<file path="config.mk">
export PLATFORM = sky130hd
export DESIGN_NAME = ram_rr_arbiter
export DESIGN_NICKNAME = d
export VERILOG_FILES = /design/src/rtl/ram_rr_arbiter.sv
export SDC_FILE = /design/constraint.sdc
export NUM_CORES = 1
export LEC_CHECK = 0
export BUFFER_PORTS_ARGS = -buffer_cell sky130_fd_sc_hd__buf_2
export CORE_MARGIN = 1
export CORE_UTILIZATION = 39
export CTS_CLUSTER_DIAMETER = 100
export DETAILED_ROUTE_END_ITERATION = 8
export PLACE_DENSITY = 0.94
export SYNTH_ARGS = -nofsm -noshare
export SYNTH_HDL_FRONTEND = slang
export SYNTH_SLANG_ARGS = --single-unit
</file>
<file path="constraint.sdc">
create_clock -name clk_i -period 4.2 [get_ports clk_i]
set_input_delay 0.63 -clock clk_i [delete_from_list [all_inputs] [get_ports clk_i]]
set_output_delay 0.63 -clock clk_i [all_outputs]
set_load 0.03 [all_outputs]
</file>
<file path="src/rtl/ram_rr_arbiter.sv">
// Round-robin read/write arbiter sharing one ram_1r1w_sync between num_req_p requesters.
// Define RAM_RR_ARBITER_BYPASS_EN to forward same-cycle write data to a colliding read.
module ram_rr_arbiter #(
  parameter int width_p   = 8,
  parameter int depth_p   = 512,
  parameter int num_req_p = 4
) (
  input  logic                           clk_i,
  input  logic                           reset_i,
  input  logic [num_req_p-1:0]           rd_valid_i,
  input  logic [num_req_p*$clog2(depth_p)-1:0] rd_addr_i,
  output logic [num_req_p-1:0]           rd_ready_o,
  input  logic [num_req_p-1:0]           wr_valid_i,
  input  logic [num_req_p*$clog2(depth_p)-1:0] wr_addr_i,
  input  logic [num_req_p*width_p-1:0]   wr_data_i,
  output logic [num_req_p-1:0]           wr_ready_o,
  output logic [num_req_p-1:0]           resp_valid_o,
  output logic [width_p-1:0]             resp_data_o,
  output logic                           ram_rd_valid_o,
  output logic [$clog2(depth_p)-1:0]     ram_rd_addr_o,
  input  logic [width_p-1:0]             ram_rd_data_i,
  output logic                           ram_wr_valid_o,
  output logic [$clog2(depth_p)-1:0]     ram_wr_addr_o,
  output logic [width_p-1:0]             ram_wr_data_o
);
  localparam int addr_w = $clog2(depth_p);
  localparam int id_w   = $clog2(num_req_p);

  logic [addr_w-1:0]    rd_addr_arr [num_req_p];
  logic [addr_w-1:0]    wr_addr_arr [num_req_p];
  logic [width_p-1:0]   wr_data_arr [num_req_p];

  logic [id_w-1:0]      rd_ptr_reg, wr_ptr_reg;
  logic                 resp_vld_reg;
  logic [id_w-1:0]      resp_id_reg;
  logic [num_req_p-1:0] rd_gnt, wr_gnt;
  logic [id_w-1:0]      rd_idx, wr_idx;

  // First requester at or after ptr, wrapping modulo num_req_p.
  function automatic logic [num_req_p-1:0] rr_pick(input logic [num_req_p-1:0] req,
                                                   input logic [id_w-1:0] ptr);
    logic [num_req_p-1:0] gnt;
    logic                 found;
    int                   idx;
    gnt   = '0;
    found = 1'b0;
    for (int off = 0; off < num_req_p; off++) begin
      idx = (int'(ptr) + off) % num_req_p;
      if (!found && req[idx]) begin
        gnt[idx] = 1'b1;
        found    = 1'b1;
      end
    end
    return gnt;
  endfunction

  function automatic logic [id_w-1:0] gnt_index(input logic [num_req_p-1:0] gnt);
    logic [id_w-1:0] k;
    k = '0;
    for (int i = 0; i < num_req_p; i++) begin
      if (gnt[i]) k = id_w'(i);
    end
    return k;
  endfunction

  function automatic logic [id_w-1:0] ptr_after(input logic [id_w-1:0] k);
    return id_w'((int'(k) + 1) % num_req_p);
  endfunction

  generate
    for (genvar gi = 0; gi < num_req_p; gi++) begin : g_req
      assign rd_addr_arr[gi]  = rd_addr_i[gi*addr_w +: addr_w];
      assign wr_addr_arr[gi]  = wr_addr_i[gi*addr_w +: addr_w];
      assign wr_data_arr[gi]  = wr_data_i[gi*width_p +: width_p];
      assign resp_valid_o[gi] = resp_vld_reg && (resp_id_reg == id_w'(gi));
    end
  endgenerate

  // Grants are masked by reset so nothing reaches the RAM while it is held.
  assign rd_gnt = reset_i ? '0 : rr_pick(rd_valid_i, rd_ptr_reg);
  assign wr_gnt = reset_i ? '0 : rr_pick(wr_valid_i, wr_ptr_reg);
  assign rd_idx = gnt_index(rd_gnt);
  assign wr_idx = gnt_index(wr_gnt);

  assign rd_ready_o     = rd_gnt;
  assign wr_ready_o     = wr_gnt;
  assign ram_rd_valid_o = |rd_gnt;
  assign ram_wr_valid_o = |wr_gnt;
  assign ram_rd_addr_o  = rd_addr_arr[rd_idx];
  assign ram_wr_addr_o  = wr_addr_arr[wr_idx];
  assign ram_wr_data_o  = wr_data_arr[wr_idx];

  always_ff @(posedge clk_i or posedge reset_i) begin
    if (reset_i) begin
      rd_ptr_reg   <= '0;
      wr_ptr_reg   <= '0;
      resp_vld_reg <= 1'b0;
      resp_id_reg  <= '0;
    end else begin
      resp_vld_reg <= ram_rd_valid_o;
      if (ram_rd_valid_o) begin
        rd_ptr_reg  <= ptr_after(rd_idx);
        resp_id_reg <= rd_idx;
      end
      if (ram_wr_valid_o) begin
        wr_ptr_reg <= ptr_after(wr_idx);
      end
    end
  end

`ifdef RAM_RR_ARBITER_BYPASS_EN
  logic               hit_reg;
  logic [width_p-1:0] byp_data_reg;

  // The RAM reads before it writes, so a colliding read would see stale data.
  always_ff @(posedge clk_i or posedge reset_i) begin
    if (reset_i) begin
      hit_reg      <= 1'b0;
      byp_data_reg <= '0;
    end else begin
      hit_reg      <= ram_rd_valid_o && ram_wr_valid_o && (ram_rd_addr_o == ram_wr_addr_o);
      byp_data_reg <= ram_wr_data_o;
    end
  end

  assign resp_data_o = hit_reg ? byp_data_reg : ram_rd_data_i;
`else
  assign resp_data_o = ram_rd_data_i;
`endif

endmodule

</file>
==> results.md, run 1 <==
* Routed WL per cell at 14.7 um
* Synth Instances at 242
* Peak supply drop at 0.679 mV
* R2R Setup Slk at 1.24 ns
* Crit path launch type: flop
* Filler instances at between 400 and 500
* Ys Warns at 0
* Row cnt at 25
* Initial Util at 40.4%
* CP arrival at between 3 and 4 ns
* Clock H-tree levels at 1
* Port buffer count at 153
* Final setup TNS at 0 ns
* First-pass GRT wire length at 10.2 mm
* Sequential power share at 5.7%
* DR DRC count at 0
* Fmax at approximately 250 MHz
* Die ar. at 0.00518 mm2
* CTS tree: yes
* Die X-Extent at 72.0 um
* Final Setup Violations at 0
* Vias in the first global route at 2365
* Total congestion overflow at 0
* Post-Synth Adder-Cell Area at 10.5%
* Number of top-level pins at 170
* Final net count at 521
* Multi-input gate area at 0.00150 mm2
* Leak at 1.36 nW
* Via density per instance at 5.66
* Ys async rst share at 100%
* Register bit count reported by yosys at 7
* Most frequent cells in the layout: buf_2, nand3_1, o21ai_0
* Mux contribution to synthesized area at 14.2%
* Pwr/cell area at 1070 mW/mm2
* Fin crit share at 93.9%
* Share of Yosys cell area claimed by the top area cell type at 10.5%
* Switch share at between 60% and 70%
* Most used DFF post-synth: dfrtp_1
* Seq/Total Area, Yosys at 9.17%
* Gr usage total at around a quarter
* Crit path required time at ~3.6 ns
* CP max FO at 19
* Worst-Margin Slew at 0.632 ns
* DRT Wirelength at 6.63 mm
* Clk buf depth at 2
* Hold Vio Cnt, Final at 0
* Post-synthesis compound-gate area fraction at 34.0%
* Inserted Clock Buffers at 3
* Area leader, netlist: ha_1
* Slew Viols, Final at 0
* Clock transition at the registers of the reported paths at approximately 0.040 ns
* EDFF count, synth at 0
* Synthesized area per cell at slightly below 8 um2
* Worst Hold Class: primary input to asynchronous set/reset pin
* FF+latch area at ~180 um2
* Fin crit period at 3.95 ns
* Ranking of synthesized cells by area: ha_1, mux4_2, dfrtp_1
* Mapped Area at 0.00191 mm2
* HPWL Detailed at roughly 5.3 mm
* Total setup buffers inserted after CTS at 0
* Largest net degree at the start of global routing at 21
* Layout cells sized above 1 at 48.7%
* Skew final at 0.00641 ns
* Largest family of logic cells by synthesized area: compound AO/OA/AOI/OAI gates
* Logic pwr share at 91.0%
* Post-synth net total at 380
* Max-capacitance violation count at 0
* RSZ-0062 raised after global routing: false
* Status: finished, final reports clean
* Post-DRT Antenna Nets at 0
* 1st-pass router iterations at 4
* Post-Synth Simple-Gate Area at 19.9%
* Clock sink count at 7
* Insertion delay to the later sink of the worst-skew pair at 0.23 ns
* Clock Power Share at 3.3%
* CP Cell Sequence: inv_1 -> ha_1 -> mux4_2 -> a221o_1 -> nand2_2 -> o31ai_4 -> buf_4 -> a31oi_1 -> buf_2
* WHS at roughly 0.49 ns
* Core area at 0.00472 mm2
* Int Power at around 0.0011 W
* Critical Path Max Stage Delay at ~0.6 ns
* Most common cell after layout, fill and taps aside: buf_2
* Clock tree root driver cell: clkbuf_8
* Synth Area in XOR/XNOR at 0%
* Die Height at 72.0 um
* Worst Setup End Kind: output port
* Area Growth Syn to Fin at 41.1%
* Vias at 2547
* CP top delay family: compound AO/OA/AOI/OAI gates
* Synth unique cells at 45
* DRT iter0 DRCs at 104
* Sw power at approximately 0.0018 W
* Buf+Inv Stages, Crit Path at 3
* CP Class: flop to output port
* GP Congestion at 0.949
* Slowest CP cell: mux4_2
* Initial antenna violation count at 1
* Rel. slew slack at 57.6%
## layout make-up
type	instances	area share, %
timing repair buffer	161	30.7
multi-input combinational	196	55.8
clock buffer	4	1.67
sequential	7	6.50
tap	67	3.11
antenna	1	0.0929
inverter	14	2.14
## cell usage after synthesis, types with 2 or more instances
| cell type | n |
|---|---|
| a211o_1 | 3 |
| a211oi_1 | 12 |
| a21oi_1 | 7 |
| a221o_1 | 2 |
| a221oi_1 | 2 |
| a31oi_1 | 17 |
| and2_1 | 3 |
| buf_2 | 6 |
| buf_4 | 10 |
| buf_6 | 5 |
| clkbuf_1 | 4 |
| dfrtp_1 | 7 |
| ha_1 | 16 |
| inv_1 | 10 |
| inv_2 | 2 |
| mux2i_1 | 9 |
| mux4_2 | 8 |
| nand2_1 | 6 |
| nand2b_1 | 2 |
| nand3_1 | 19 |
| nand3b_1 | 5 |
| nor2_1 | 16 |
| nor2b_1 | 5 |
| nor3_1 | 9 |
| nor3b_1 | 4 |
| o21ai_0 | 18 |
| o22ai_1 | 17 |
## power by group through the flow
stage	registers, W	clock network (W)	logic [W]
floorplan	0.000157	0	0.00201
global placement	0.000160	0	0.00253
detailed placement	0.000166	0	0.00260
CTS	0.000165	0.0000984	0.00261
global route	0.000173	0.000102	0.00282
finish	0.000164	0.0000958	0.00262
## final timing paths
| path | start | end | depth (start not counted) |
|---|---|---|---|
| worst max-delay path | wr_ptr_reg[1] | ram_wr_addr_o[2] | 9 |
| worst min-delay path | reset_i | rd_ptr_reg[0] | 2 |
| worst max register to register | rd_ptr_reg[0] | resp_id_reg[0] | 9 |
| worst min register to register | resp_id_reg[1] | resp_id_reg[1] | 1 |
| max in group asynchronous | reset_i | rd_ptr_reg[1] | 2 |
| min in group clk_i | resp_id_reg[1] | resp_id_reg[1] | 1 |
## through the flow
step	std cells	power [W]	util [%]	setup slack, ns	instance area (um2)
after global routing	450	0.00309	57.0	0.0104	2690
after global placement	445	0.00269	55.9	0.480	2640
final	450	0.00288	57.0	0.254	2690
after CTS	449	0.00287	56.9	0.129	2690
after floorplan	242	0.00217	-	0.381	1910
after detailed placement	445	0.00277	55.9	0.390	2640
## per-layer routing
| layer | share of wire [%] | global-route usage, % | vias to the layer above |
|---|---|---|---|
| met3 | 7.9 | 5.00 | 14 |
| met5 | 0 | 0 | - |
| met4 | 2.7 | 8.50 | 0 |
| met1 | 38 | 26.3 | 1182 |
| met2 | 52 | 46.9 | 140 |
| li1 | - | - | 1211 |
## kinds of logic (layout without fill, tap and decap cells)
family	count (synthesis)	count (layout)
other cells	0	1
flops	7	7
fa+ha+maj	16	16
buf+inv	39	179
compound gates	90	90
simple gates	73	73
mux	17	17
## timing repair
action / in CTS / in global routing
endpoints found under the setup margin: 0 / 11
hold buffers: 0 / 0
hold endpoints to repair: 0 / 0
resized for setup: 0 / 2
Note: power is estimated with default switching activity, not from simulation.
==> run 2: changes to the inputs <==
--- a/config.mk
+++ b/config.mk
@@ -5,12 +5,13 @@
 export SDC_FILE = /design/constraint.sdc
 export NUM_CORES = 1
 export LEC_CHECK = 0
+export ABC_CLOCK_PERIOD_IN_PS = 4850
 export BUFFER_PORTS_ARGS = -buffer_cell sky130_fd_sc_hd__buf_2
 export CORE_MARGIN = 1
-export CORE_UTILIZATION = 39
+export CORE_UTILIZATION = 42
 export CTS_CLUSTER_DIAMETER = 100
 export DETAILED_ROUTE_END_ITERATION = 8
-export PLACE_DENSITY = 0.94
+export PLACE_DENSITY = 0.95
 export SYNTH_ARGS = -nofsm -noshare
 export SYNTH_HDL_FRONTEND = slang
 export SYNTH_SLANG_ARGS = --single-unit
==> constraint.sdc (replaced) <==
create_clock -name clk_i -period 4.85 [get_ports clk_i]
set_input_delay 0.7275 -clock clk_i [delete_from_list [all_inputs] [get_ports clk_i]]
set_output_delay 0.7275 -clock clk_i [all_outputs]
set_load 0.03 [all_outputs]
==> run 2 against run 1 <==
Compared with the run above: sequential power down 2%; sequential share of layout area up 0.18 points; via count down 1.1%; die area down 6.9%; register-to-register slack better by 0.17 ns; critical path type unchanged; critical endpoint is now ram_wr_data_o[1].
==> results.md, run 2 (synthesized netlist as in run 1, its figures left out) <==
* Status: finished, final reports clean
* Max-capacitance violation count at 0 (unchanged)
* Met2 GRT Util at 45.6% (-1.2 points)
* CTS tree: yes
* DRT Wirelength at 6.37 mm (-4.0%)
* Worst Setup End Kind: output port
* Fin crit share at 93.6%
* Most common cell after layout, fill and taps aside: buf_2
* Worst reg2reg startpoint: rd_ptr_reg[0]
* Slew Viols, Final at 0 (unchanged)
* Non-Filler Instances at 429 (-4.7%)
* Gr usage total at 24.4% (+0.035 points)
* Total setup buffers inserted after CTS at 0 (unchanged)
* Final Setup Violations at 0 (unchanged)
* Crit path launch type: flop
* Number of top-level pins at 170 (unchanged)
* Die X-Extent at 69.4 um (-3.5%)
* Insertion delay to the later sink of the worst-skew pair at 0.23 ns (about the same)
* Int Power at 0.000874 W (-19%)
* Pwr/cell area at 925 mW/mm2 (-13%)
* Largest net degree at the start of global routing at 21 (unchanged)
* Clock Power Share at 3.4% (about the same)
* Worst Hold Class: primary input to asynchronous set/reset pin
* Core area at 0.00435 mm2 (-7.8%)
* Met3 usage at 5.96% (+0.96 points)
* Logic pwr share at 90.0% (-1.0 points)
* Crit path required time at 4.12 ns (+0.55 ns)
* Post-DRT Antenna Nets at 0 (unchanged)
* CP Class: flop to output port
* R2R depth at 10 (+1)
* DP Worst Slack at 0.530 ns (+0.139 ns)
* Post_cts resized at 0 (unchanged)
* R2R Setup Slk at 1.41 ns (+0.17 ns)
* Total congestion overflow at 0 (unchanged)
* Layout cells sized above 1 at 47.2% (-1.5 points)
* Vias in the first global route at 2271 (-4.0%)
* Routed WL per cell at 14.8 um (+0.72%)
* Die ar. at 0.00482 mm2 (-6.9%)
* Hold Vio Cnt, Final at 0 (unchanged)
* Hold Buf Count CTS at 0 (unchanged)
* Most frequent cells in the layout: buf_2, nand3_1, o21ai_0
* DR DRC count at 0 (unchanged)
* Final net count at 514 (-1.3%)
* CP arrival at 3.81 ns (+0.49 ns)
* Skew final at 0.000351 ns (-0.00606 ns)
* Row cnt at 24 (-4.0%)
* First-pass GRT wire length at 9.83 mm (-3.6%)
* GP Congestion at 0.883 (-7.0%)
* DRT iter0 DRCs at 76 (-27%)
* Clock H-tree levels at 1 (unchanged)
* 1st-pass router iterations at 4 (unchanged)
* CP max FO at 19 (unchanged)
* Clock tree root driver cell: clkbuf_8
* Via density per instance at 5.87 (+3.8%)
* Fmax at 220 MHz
* Sequential power share at 6.6% (+0.9 points)
* Area Growth Syn to Fin at 37.3%
* Peak supply drop at 0.551 mV (-19%)
* RR Endpoint: resp_id_reg[0]
* Clock sink count at 7 (unchanged)
* Port buffer count at 153 (unchanged)
* Leak at 1.33 nW (-2.4%)
* GR peak layer: met2
* RSZ-0062 raised after global routing: false
* Initial antenna violation count at 2 (+1)
* Clock transition at the registers of the reported paths at 0.04 ns (about the same)
* Sw power at 0.00155 W (-14%)
* Rel. slew slack at 43.3% (-14 points)
* Fin crit period at 4.54 ns
* Final setup TNS at 0 ns (unchanged)
* Placed instance count at 423 (-4.9%)
* Total power at 0.00242 W (-16%)
* Inserted Clock Buffers at 3 (unchanged)
* Initial Util at 43.9% (+3.4 points)
* Vias at 2520 (-1.1%)
* WHS at 0.578 ns (+0.0876 ns)
* Setup ws final at 0.311 ns (+0.0562 ns)
* Die Height at 69.4 um (-3.5%)
* Worst-Margin Slew at 0.851 ns (+0.219 ns)
* Clk buf depth at 2 (unchanged)
* Switch share at 64.0% (+1.4 points)
* Met1 usage at 25.9% (-0.35 points)
* HPWL Detailed at 4.98 mm (-6.4%)
[run 2: cell types whose count changed in the layout (fill, tap and decap cells not counted)]
| cell | delta |
|---|---|
| nand2b_1 | +1 |
| and2_2 | -1 |
| diode_2 | +1 |
| and2_1 | +1 |
| nand2b_2 | -1 |
| buf_4 | -7 |
[run 2: critical path: stages (launching register included)]
cell and delay, ns:
dfrtp_1 0.60, inv_1 0.18, ha_1 0.37, mux4_2 0.60, a21oi_1 0.18, a221o_1 0.22
nand2_2 0.22, o31ai_4 0.75, a31oi_1 0.23, buf_2 0.24
[run 2: per-stage QoR]
step	utilization, %	area (um2)
final	60.2	2620
after floorplan	-	1910
after CTS	60.1	2620
after global placement	59.1	2570
after global routing	60.2	2620
after detailed placement	59.1	2570
[run 2: area by class of cell]
cell class | count | area, um2
flip-flops and latches | 7 | 175
clock buffers | 4 | 45.0
diodes | 2 | 5.00
inverters | 14 | 57.6
well taps | 52 | 65.1
repair buffers | 154 | 773
multi-input cells | 196 | 1500
fillers | 397 | 1730
[run 2: how the worst max path moves through the flow]
stage	from	to	cells after the start
floorplan	rd_valid_i[3]	ram_rd_addr_o[0]	7
global placement	wr_ptr_reg[0]	ram_wr_data_o[1]	9
detailed placement	wr_ptr_reg[0]	ram_wr_data_o[1]	9
CTS	wr_ptr_reg[0]	ram_wr_data_o[1]	9
global route	wr_ptr_reg[0]	ram_wr_data_o[1]	9
finish	wr_ptr_reg[0]	ram_wr_data_o[1]	9
[run 2: power by group through the flow]
stage | sequential, W | combinational [W] | clock (W)
finish | 0.000160 | 0.00218 | 0.0000824
global route | 0.000170 | 0.00233 | 0.0000888
CTS | 0.000160 | 0.00218 | 0.0000867
detailed placement | 0.000162 | 0.00217 | 0
global placement | 0.000156 | 0.00212 | 0
floorplan | 0.000136 | 0.00174 | 0
[run 2: metal layers]
layer | wire (um) | up-vias
li1 | - | 1203
met1 | 2440 | 1165
met2 | 3240 | 136
met3 | 499 | 16
met4 | 189 | 0
met5 | 0 | -
